<file path="src/rtl/dbg_pkg.sv">
// Shared types and constants for the debug dump sequencer: FSM states, dump phases
// and the byte-count helper. The optional checksum byte is selected by DUMP_CHECKSUM_EN.
package dbg_pkg;

  localparam int NBITS_DEF      = 32;
  localparam int BYTES_PER_WORD = NBITS_DEF / 8;

  typedef enum logic [3:0] {
    ST_IDLE,
    ST_ADDR,
    ST_LATCH,
    ST_SEND,
    ST_WAIT_TX,
    ST_NEXT,
    ST_CHK,
    ST_CHK_WAIT,
    ST_FIN
  } state_t;

  typedef enum logic [1:0] {
    PH_PC,
    PH_REG,
    PH_MEM
  } phase_t;

  // Bytes produced by one complete dump, including the optional checksum byte.
  function automatic int dump_bytes(input int nbits, input int bank_size,
                                    input int dm_words, input bit checksum);
    return (1 + bank_size + dm_words) * (nbits / 8) + (checksum ? 1 : 0);
  endfunction

endpackage

</file>
<file path="src/rtl/word_serializer.sv">
// Holds one word and presents it MSB-first, one byte at a time, with a flag on the
// final byte of the word.
module word_serializer #(
  parameter int NBITS  = 32,
  parameter int BYTE_W = 8
) (
  input  logic              clk,
  input  logic              rst,
  input  logic              load,
  input  logic              shift,
  input  logic [NBITS-1:0]  din,
  output logic [BYTE_W-1:0] top_byte,
  output logic              last_byte
);

  localparam int NB = NBITS / BYTE_W;
  localparam int CW = (NB > 1) ? $clog2(NB) : 1;

  logic [NBITS-1:0] shift_q;
  logic [CW-1:0]    byte_cnt;

  // NOTE: sequential state uses non-blocking assignments so every register samples
  // pre-edge values regardless of statement order.
  always_ff @(posedge clk or negedge rst) begin
    if (!rst) begin
      shift_q  <= '0;
      byte_cnt <= '0;
    end else if (load) begin
      shift_q  <= din;
      byte_cnt <= '0;
    end else if (shift) begin
      shift_q  <= shift_q << BYTE_W;
      byte_cnt <= byte_cnt + 1'b1;
    end
  end

  assign top_byte  = shift_q[NBITS-1 -: BYTE_W];
  assign last_byte = (byte_cnt == CW'(NB - 1));

endmodule

</file>
<file path="src/rtl/dump_sequencer.sv">
// Debug dump controller: once started, walks PC, the register bank and a window of
// data memory, sending every word MSB-first to the UART. Define DUMP_CHECKSUM_EN to
// append an XOR checksum byte at the end of the dump.
module dump_sequencer
  import dbg_pkg::*;
#(
  parameter int NBITS          = 32,
  parameter int RBITS          = 5,
  parameter int BANK_SIZE      = 32,
  parameter int DM_ADDR_LENGTH = 32,
  parameter int DM_WORDS       = 16,
  parameter int BYTE_W         = 8
) (
  input  logic                      clk,
  input  logic                      rst,
  input  logic                      start,
  input  logic [NBITS-1:0]          current_pc,
  input  logic [NBITS-1:0]          rb_data,
  input  logic [NBITS-1:0]          dm_data,
  input  logic                      tx_done,
  output logic                      dbg_own,
  output logic [RBITS-1:0]          rb_addr,
  output logic [DM_ADDR_LENGTH-1:0] dm_addr,
  output logic                      tx_start,
  output logic [BYTE_W-1:0]         tx_byte,
  output logic                      busy,
  output logic                      done
);

  localparam int IW = 16;

  state_t          state, next_state;
  phase_t          phase, next_phase;
  logic [IW-1:0]   index, next_index;
  logic            last_item;
  logic            load, shift_en, last_byte;
  logic [NBITS-1:0] word_in;
  logic [BYTE_W-1:0] word_byte;

  word_serializer #(.NBITS(NBITS), .BYTE_W(BYTE_W)) u_ser (
    .clk      (clk),
    .rst      (rst),
    .load     (load),
    .shift    (shift_en),
    .din      (word_in),
    .top_byte (word_byte),
    .last_byte(last_byte)
  );

  always_comb begin
    case (phase)
      PH_REG:  word_in = rb_data;
      PH_MEM:  word_in = dm_data;
      default: word_in = current_pc;
    endcase
  end

  // Item successor: PC -> REG 0..BANK_SIZE-1 -> MEM 0..DM_WORDS-1.
  always_comb begin
    next_phase = phase;
    next_index = index;
    last_item  = 1'b0;
    case (phase)
      PH_PC: begin
        next_phase = PH_REG;
        next_index = '0;
      end
      PH_REG: begin
        if (index == IW'(BANK_SIZE - 1)) begin
          next_phase = PH_MEM;
          next_index = '0;
        end else begin
          next_index = index + 1'b1;
        end
      end
      default: begin
        if (index == IW'(DM_WORDS - 1)) last_item = 1'b1;
        else                            next_index = index + 1'b1;
      end
    endcase
  end

  // NOTE: every signal driven here gets a default first, so no path infers a latch.
  always_comb begin
    next_state = state;
    load       = 1'b0;
    shift_en   = 1'b0;
    tx_start   = 1'b0;
    case (state)
      ST_IDLE:    if (start) next_state = ST_ADDR;
      ST_ADDR:    next_state = ST_LATCH;
      ST_LATCH: begin
        load       = 1'b1;
        next_state = ST_SEND;
      end
      ST_SEND: begin
        tx_start   = 1'b1;
        next_state = ST_WAIT_TX;
      end
      ST_WAIT_TX: begin
        if (tx_done) begin
          if (last_byte) begin
            next_state = ST_NEXT;
          end else begin
            shift_en   = 1'b1;
            next_state = ST_SEND;
          end
        end
      end
      ST_NEXT: begin
`ifdef DUMP_CHECKSUM_EN
        next_state = last_item ? ST_CHK : ST_ADDR;
`else
        next_state = last_item ? ST_FIN : ST_ADDR;
`endif
      end
`ifdef DUMP_CHECKSUM_EN
      ST_CHK: begin
        tx_start   = 1'b1;
        next_state = ST_CHK_WAIT;
      end
      ST_CHK_WAIT: if (tx_done) next_state = ST_FIN;
`endif
      ST_FIN:     next_state = ST_IDLE;
      default:    next_state = ST_IDLE;
    endcase
  end

  always_ff @(posedge clk or negedge rst) begin
    if (!rst) state <= ST_IDLE;
    else      state <= next_state;
  end

  // Addresses are set on entry to ADDR so read data is valid in LATCH, then held.
  always_ff @(posedge clk or negedge rst) begin
    if (!rst) begin
      phase   <= PH_PC;
      index   <= '0;
      rb_addr <= '0;
      dm_addr <= '0;
    end else if (state == ST_IDLE && start) begin
      phase   <= PH_PC;
      index   <= '0;
      rb_addr <= '0;
      dm_addr <= '0;
    end else if (state == ST_NEXT && !last_item) begin
      phase <= next_phase;
      index <= next_index;
      if (next_phase == PH_REG) rb_addr <= next_index[RBITS-1:0];
      if (next_phase == PH_MEM) dm_addr <= DM_ADDR_LENGTH'(next_index) << 2;
    end else if (state == ST_FIN) begin
      rb_addr <= '0;
      dm_addr <= '0;
    end
  end

  assign busy    = (state != ST_IDLE) && (state != ST_FIN);
  assign dbg_own = busy;
  assign done    = (state == ST_FIN);

`ifdef DUMP_CHECKSUM_EN
  logic [BYTE_W-1:0] csum;

  always_ff @(posedge clk or negedge rst) begin
    if (!rst)                         csum <= '0;
    else if (state == ST_IDLE && start) csum <= '0;
    else if (state == ST_SEND)        csum <= csum ^ word_byte;
  end

  assign tx_byte = (state == ST_CHK || state == ST_CHK_WAIT) ? csum : word_byte;
`else
  assign tx_byte = word_byte;
`endif

endmodule

</file>
<file path="config.mk">
export PLATFORM = sky130hd
export DESIGN_NAME = dump_sequencer
export DESIGN_NICKNAME = d
export VERILOG_FILES = /design/src/rtl/dbg_pkg.sv /design/src/rtl/word_serializer.sv /design/src/rtl/dump_sequencer.sv
export SDC_FILE = /design/constraint.sdc
export NUM_CORES = 1
export LEC_CHECK = 0
export BUFFER_PORTS_ARGS = -buffer_cell sky130_fd_sc_hd__buf_4
export CORE_MARGIN = 1
export CORE_UTILIZATION = 30
export DETAILED_ROUTE_END_ITERATION = 8
export PLACE_DENSITY_LB_ADDON = 0.08
export SYNTH_ARGS = -nofsm -noshare
export SYNTH_HDL_FRONTEND = slang
export SYNTH_SLANG_ARGS = --single-unit
</file>
<file path="constraint.sdc">
create_clock -name clk -period 2.65 [get_ports clk]
set_input_delay 0.265 -clock clk [delete_from_list [all_inputs] [get_ports clk]]
set_output_delay 0.265 -clock clk [all_outputs]
set_load 0.005 [all_outputs]
</file>
==> metrics, run 1 <==
Post-DRT Antenna Nets=0; via count=3875; Crit path arrival time=2580 ps; wire length on met3=583 um; Worst-Margin Slew=995 ps; LEAKAGE=2.92 nW; CTS tree=built; reg-to-reg slack, setup=290 ps; CTS max path bufs=2; worst min path class=in -> async; Post-CTS Setup Inserts=0; Routed WL per cell=16.0 um; largest net degree at the start of global routing=78; critical path peak fanout=14; Final setup violation count=0; clock root buffer=clkbuf_16; fill count=1500; Synth async-reset ratio=100%; Setup WS post-layout=294 ps; die extent in y=126 um; synth top area cells=dfrtp_1, mux2i_1, a22oi_1, o21ai_0, buf_4; worst vdd ir=0.441 mV; flops & latches, synth=77; share of cells above drive strength 1=33.7%; # rows=44; DR top layer=met4; H-tree depth=3; initial DRC count=125; fin crit share=88.9%; synthesized area=4600 um2; total routed wirelength=12300 um; clock sink total=77; Area Overhead vs Synth=30.2%; Post-Syn Instances=471; Worst Setup Path Type=reg -> reg; R2R Path Start=index[1]; ant diodes=0; Die ar.=15800 um2; Final Slew Violations=0; Die Wd=126 um; Setup TNS Final=0 ps; critical path launch point type=flip-flop; WL met1=5580 um; max_cap viols=0; GRT overflow=0; Seq/Total Area, Yosys=41.9%; Post-DP HPWL=8590 um; outcome=completed; fmax=424 MHz; Ys Warns=0; total CTS buffers=9; largest area contributor in the netlist=dfrtp_1; commonest register cell after synthesis=dfrtp_1; Critical Path End Type=flip-flop; met2 routed WL=6030 um; post-synthesis cell type count=54; Clk pin slew, worst setup/hold paths=60 ps; P per Cell Area=821 nW/um2; most frequent cells after synthesis=dfrtp_1, o21ai_0, nand2_1; I/O Pins=149; total chip power=4.92 mW; Worst EP required=2870 ps; hold violation total from the final report=0; # port buffers=132; first-pass GRT wire length=20100 um; PostCTS Resize Cnt=0; initial antenna violation count=0; CORE AREA=14800 um2; count leader, synth=dfrtp_1; reg-to-reg endpoint=dm_addr[5]; Post-synth EDFFs=0; clock skew=7.46 ps; Rel. slew slack=33.7%; placed insts=753; GPL Wtd Cong=0.777; Tmin final=2360 ps; Starting Density=31.2%; FF-to-FF path depth=7; Synth top area share=41.9%; unrepaired setup endpoints after global routing=false; Hold Buf Count CTS=0; DRC=0; non-filler cells, final=769; pre-CTS WS=294 ps; vias in the first global route=3897; Pre-antenna DRT Iters=5; Tot GR Track Use=16.1%; Layout Utilization=40.6%; Avg Vias per Cell=5.04; clock latency on the worst-skew pair=340 ps; nets@finish=685; mean post-synth cell area=9.77 um2
registers in the layout, summed over array words and instances (netlist names):
signal          count
u_ser.shift_q      32
phase               2
dm_addr            16
state               4
rb_addr             5
index              16
u_ser.byte_cnt      2
layer usage:
layer | vias to the layer above | GRT usage [%]
met5 | - | 0
met2 | 105 | 27.4
met1 | 1858 | 20.5
li1 | 1903 | -
met3 | 9 | 3.48
met4 | 0 | 4.46
stage by stage:
step                      cell area [um2]  hold slack (ps)
after floorplan                      4660            -30.6
after detailed placement             5650              495
after CTS                            5990              134
after global routing                 5990              178
after global placement               5650              490
final                                5990             73.2
power by group:
group	switching (mW)	internal, mW	leakage [nW]
Combinational	1.04	0.804	1.73
Clock	0.498	0.878	0.162
Sequential	0.227	1.47	1.02
Total	1.77	3.15	2.92
cell type report:
class / count / area (um2) / share of cell area [%]
multi-input cells: 339 / 2350 / 39.3
flip-flops and latches: 77 / 1930 / 32.2
repair buffers: 145 / 1110 / 18.6
clock buffers: 11 / 253 / 4.22
well taps: 184 / 230 / 3.85
clock inverters: 5 / 81.3 / 1.36
inverters: 8 / 30.0 / 0.502
cell usage in the layout, fill, tap and decap left out, types with 5 or more instances in the layout:
master / Yosys / routed
buf_4: 27 / 143
dfrtp_1: 77 / 77
o21ai_0: 45 / 45
nand2_1: 37 / 36
a22oi_1: 32 / 32
mux2i_1: 24 / 24
o211ai_1: 24 / 24
nand3_1: 19 / 19
conb_1: 1 / 16
nor3_1: 14 / 14
a21o_1: 14 / 14
nor2_1: 11 / 11
mux2_4: 10 / 10
xor2_1: 9 / 9
mux2_2: 9 / 9
clkbuf_16: 0 / 9
inv_1: 8 / 8
nand4_1: 7 / 7
a21oi_1: 7 / 7
o2bb2ai_1: 5 / 5
logic make-up (layout without fill, tap and decap cells):
family	count (synthesis)	after routing	share of synthesized area (%)
compound gates	143	143	21.3
simple gates	120	120	13.9
flops	77	77	41.9
buf+inv	70	169	8.43
mux	43	43	10.7
xor+xnor	12	12	2.29
fa+ha+maj	5	5	1.36
other cells	1	16	0.0815
how the worst max path moves through the flow:
| stage | startpoint | to | cells past startpoint | slack, ps |
|---|---|---|---|---|
| final | index[1] | dm_addr[5] | 7 | 290 |
| after global routing | index[1] | dm_addr[5] | 7 | 160 |
| after CTS | index[1] | dm_addr[5] | 7 | 280 |
| after detailed placement | index[0] | dm_addr[5] | 7 | 290 |
| after global placement | index[0] | dm_addr[3] | 7 | 340 |
| after floorplan | index[0] | dm_addr[10] | 8 | 330 |
critical path, stage by stage (launching register included):
cell	delay (ps)
dfrtp_1	390
ha_1	280
and4_1	250
nand4_1	150
o2bb2ai_1	300
o31ai_4	310
buf_12	210
mux2_2	340
No activity file was read; power rests on OpenSTA's default activity.
==> inputs of run 2 (changes only) <==
--- a/config.mk
+++ b/config.mk
@@ -6,6 +6,8 @@
 export NUM_CORES = 1
 export LEC_CHECK = 0
 export BUFFER_PORTS_ARGS = -buffer_cell sky130_fd_sc_hd__buf_4
+export CELL_PAD_IN_SITES_DETAIL_PLACEMENT = 0
+export CELL_PAD_IN_SITES_GLOBAL_PLACEMENT = 1
 export CORE_MARGIN = 1
 export CORE_UTILIZATION = 30
 export DETAILED_ROUTE_END_ITERATION = 8
==> run 2 against run 1 <==
Global-route usage up 0.34 points. Critical endpoint is now dm_addr[11]. Critical path depth unchanged. Die area unchanged. Clock power down 11%.
==> metrics, run 2 (synthesized netlist as in run 1, its figures left out) <==
worst min path class=in -> async (unchanged); Routed WL per cell=16.3 um (was 16.0 um); clock skew=7.62 ps (was 7.46 ps); Final setup violation count=0 (unchanged); vias in the first global route=3826 (was 3897); PostCTS Resize Cnt=0 (unchanged); Pre-antenna DRT Iters=4 (was 5); Layout Utilization=40.2% (was 40.6%); Die ar.=15800 um2 (unchanged); most common cell after layout, fill and taps aside=buf_4 (unchanged); hold violation total from the final report=0 (unchanged); Die Wd=126 um (unchanged); share of cells above drive strength 1=33.6% (was 33.7%); FF-to-FF path depth=7 (unchanged); clock latency on the worst-skew pair=340 ps (about the same); reg-to-reg slack, setup=210 ps (was 290 ps); Critical Path End Type=flip-flop (unchanged); LEAKAGE=2.90 nW (was 2.92 nW); # rows=44 (unchanged); Tot GR Track Use=16.4% (was 16.1%); total CTS buffers=9 (unchanged); Worst Setup Path Type=reg -> reg (unchanged); unrepaired setup endpoints after global routing=false (unchanged); clock sink total=77 (unchanged); max_cap viols=0 (unchanged); Clk pin slew, worst setup/hold paths=60 ps (about the same); Crit path arrival time=2650 ps (was 2580 ps); DRC=0 (unchanged); nets@finish=687 (was 685); Avg Vias per Cell=5.03 (was 5.04); H-tree depth=3 (unchanged); via count=3875 (unchanged); Post-CTS Setup Inserts=0 (unchanged); critical path launch point type=flip-flop (unchanged); Starting Density=31.2% (unchanged); CORE AREA=14800 um2 (unchanged); R2R Path Start=index[0] (was index[1]); Tmin final=2440 ps (was 2360 ps); Worst-Margin Slew=1010 ps (was 995 ps); Post-DRT Antenna Nets=0 (unchanged); Hold Buf Count CTS=0 (unchanged); Post-DP HPWL=8840 um (was 8590 um); fmax=410 MHz (was 424 MHz); I/O Pins=149 (unchanged); largest register by flop count=u_ser.shift_q (unchanged); Setup TNS Final=0 ps (unchanged); GRT overflow=0 (unchanged); clock root buffer=clkbuf_16 (unchanged); fin crit share=91.9% (was 88.9%); P per Cell Area=801 nW/um2 (was 821 nW/um2); reg-to-reg endpoint=dm_addr[11] (was dm_addr[5]); # port buffers=132 (unchanged); first-pass GRT wire length=20400 um (was 20100 um); Final Slew Violations=0 (unchanged); initial antenna violation count=0 (unchanged); total routed wirelength=12600 um (was 12300 um); critical path peak fanout=9 (was 14); initial DRC count=233 (was 125); CTS tree=built (unchanged); Worst EP required=2870 ps (about the same); number of flip-flops in the largest register=32 (unchanged); worst vdd ir=0.323 mV (was 0.441 mV); Area Overhead vs Synth=29.1% (was 30.2%); CTS max path bufs=2 (unchanged); die extent in y=126 um (unchanged); ant diodes=0 (unchanged); Rel. slew slack=33.0% (was 33.7%); largest net degree at the start of global routing=78 (unchanged); total chip power=4.76 mW (was 4.92 mW); fill count=1476 (was 1500); outcome=completed (unchanged); top flop regs=u_ser.shift_q x32, dm_addr x16, index x16 (unchanged); most frequent cells in the layout=buf_4, dfrtp_1, o21ai_0 (unchanged); GPL Wtd Cong=0.795 (was 0.777)
==> run 2: cell count changes in the layout (fill, tap and decap cells not counted) <==
cell / previous run / this run
buf_12: 2 / 0
buf_4: 143 / 147
bufinv_16: 2 / 1
clkbuf_1: 0 / 2
clkbuf_8: 2 / 1
clkinv_2: 1 / 2
inv_6: 1 / 0
==> run 2: stage by stage <==
stage	instance area [um2]	worst slack, ps	cells	hold slack (ps)
final	5940	214	771	98.6
after CTS	5940	220	771	159
after global placement	5640	309	755	485
after detailed placement	5640	255	755	493
after floorplan	4660	333	486	-30.6
after global routing	5940	59.7	771	169
==> run 2: worst max-delay path by stage <==
stage,start,to
after floorplan,index[0],dm_addr[10]
after global placement,index[8],dm_addr[12]
after detailed placement,index[0],dm_addr[13]
after CTS,index[0],dm_addr[13]
after global routing,index[0],dm_addr[12]
final,index[0],dm_addr[11]
==> run 2: cell type report <==
| type | instances | area [um2] | share of cell area (%) |
|---|---|---|---|
| Sequential cell | 77 | 1930 | 32.5 |
| Tap cell | 184 | 230 | 3.88 |
| Clock inverter | 4 | 47.5 | 0.801 |
| Timing Repair Buffer | 147 | 1100 | 18.6 |
| Clock buffer | 12 | 246 | 4.15 |
| Multi-Input combinational cell | 339 | 2350 | 39.6 |
| Inverter | 8 | 30.0 | 0.506 |
==> run 2: power breakdown <==
group	switching, mW	internal [mW]
Clock	0.475	0.752
Combinational	1.03	0.793
Sequential	0.239	1.47
==> run 2: worst max-delay path, stage by stage, from the launching register on <==
cell and delay [ps]:
dfrtp_1 400, ha_1 300, and4_1 240, nand4_1 150, o2bb2ai_1 310, o31ai_4 320, buf_4 280, mux2_4 320
==> run 2: routing by layer <==
metal | global-route usage [%] | vias to the layer above | wire length, um
li1 | - | 1913 | -
met1 | 23.6 | 1853 | 6330
met2 | 24.7 | 101 | 5540
met3 | 3.53 | 8 | 555
met4 | 4.75 | 0 | 128
met5 | 0 | - | 0
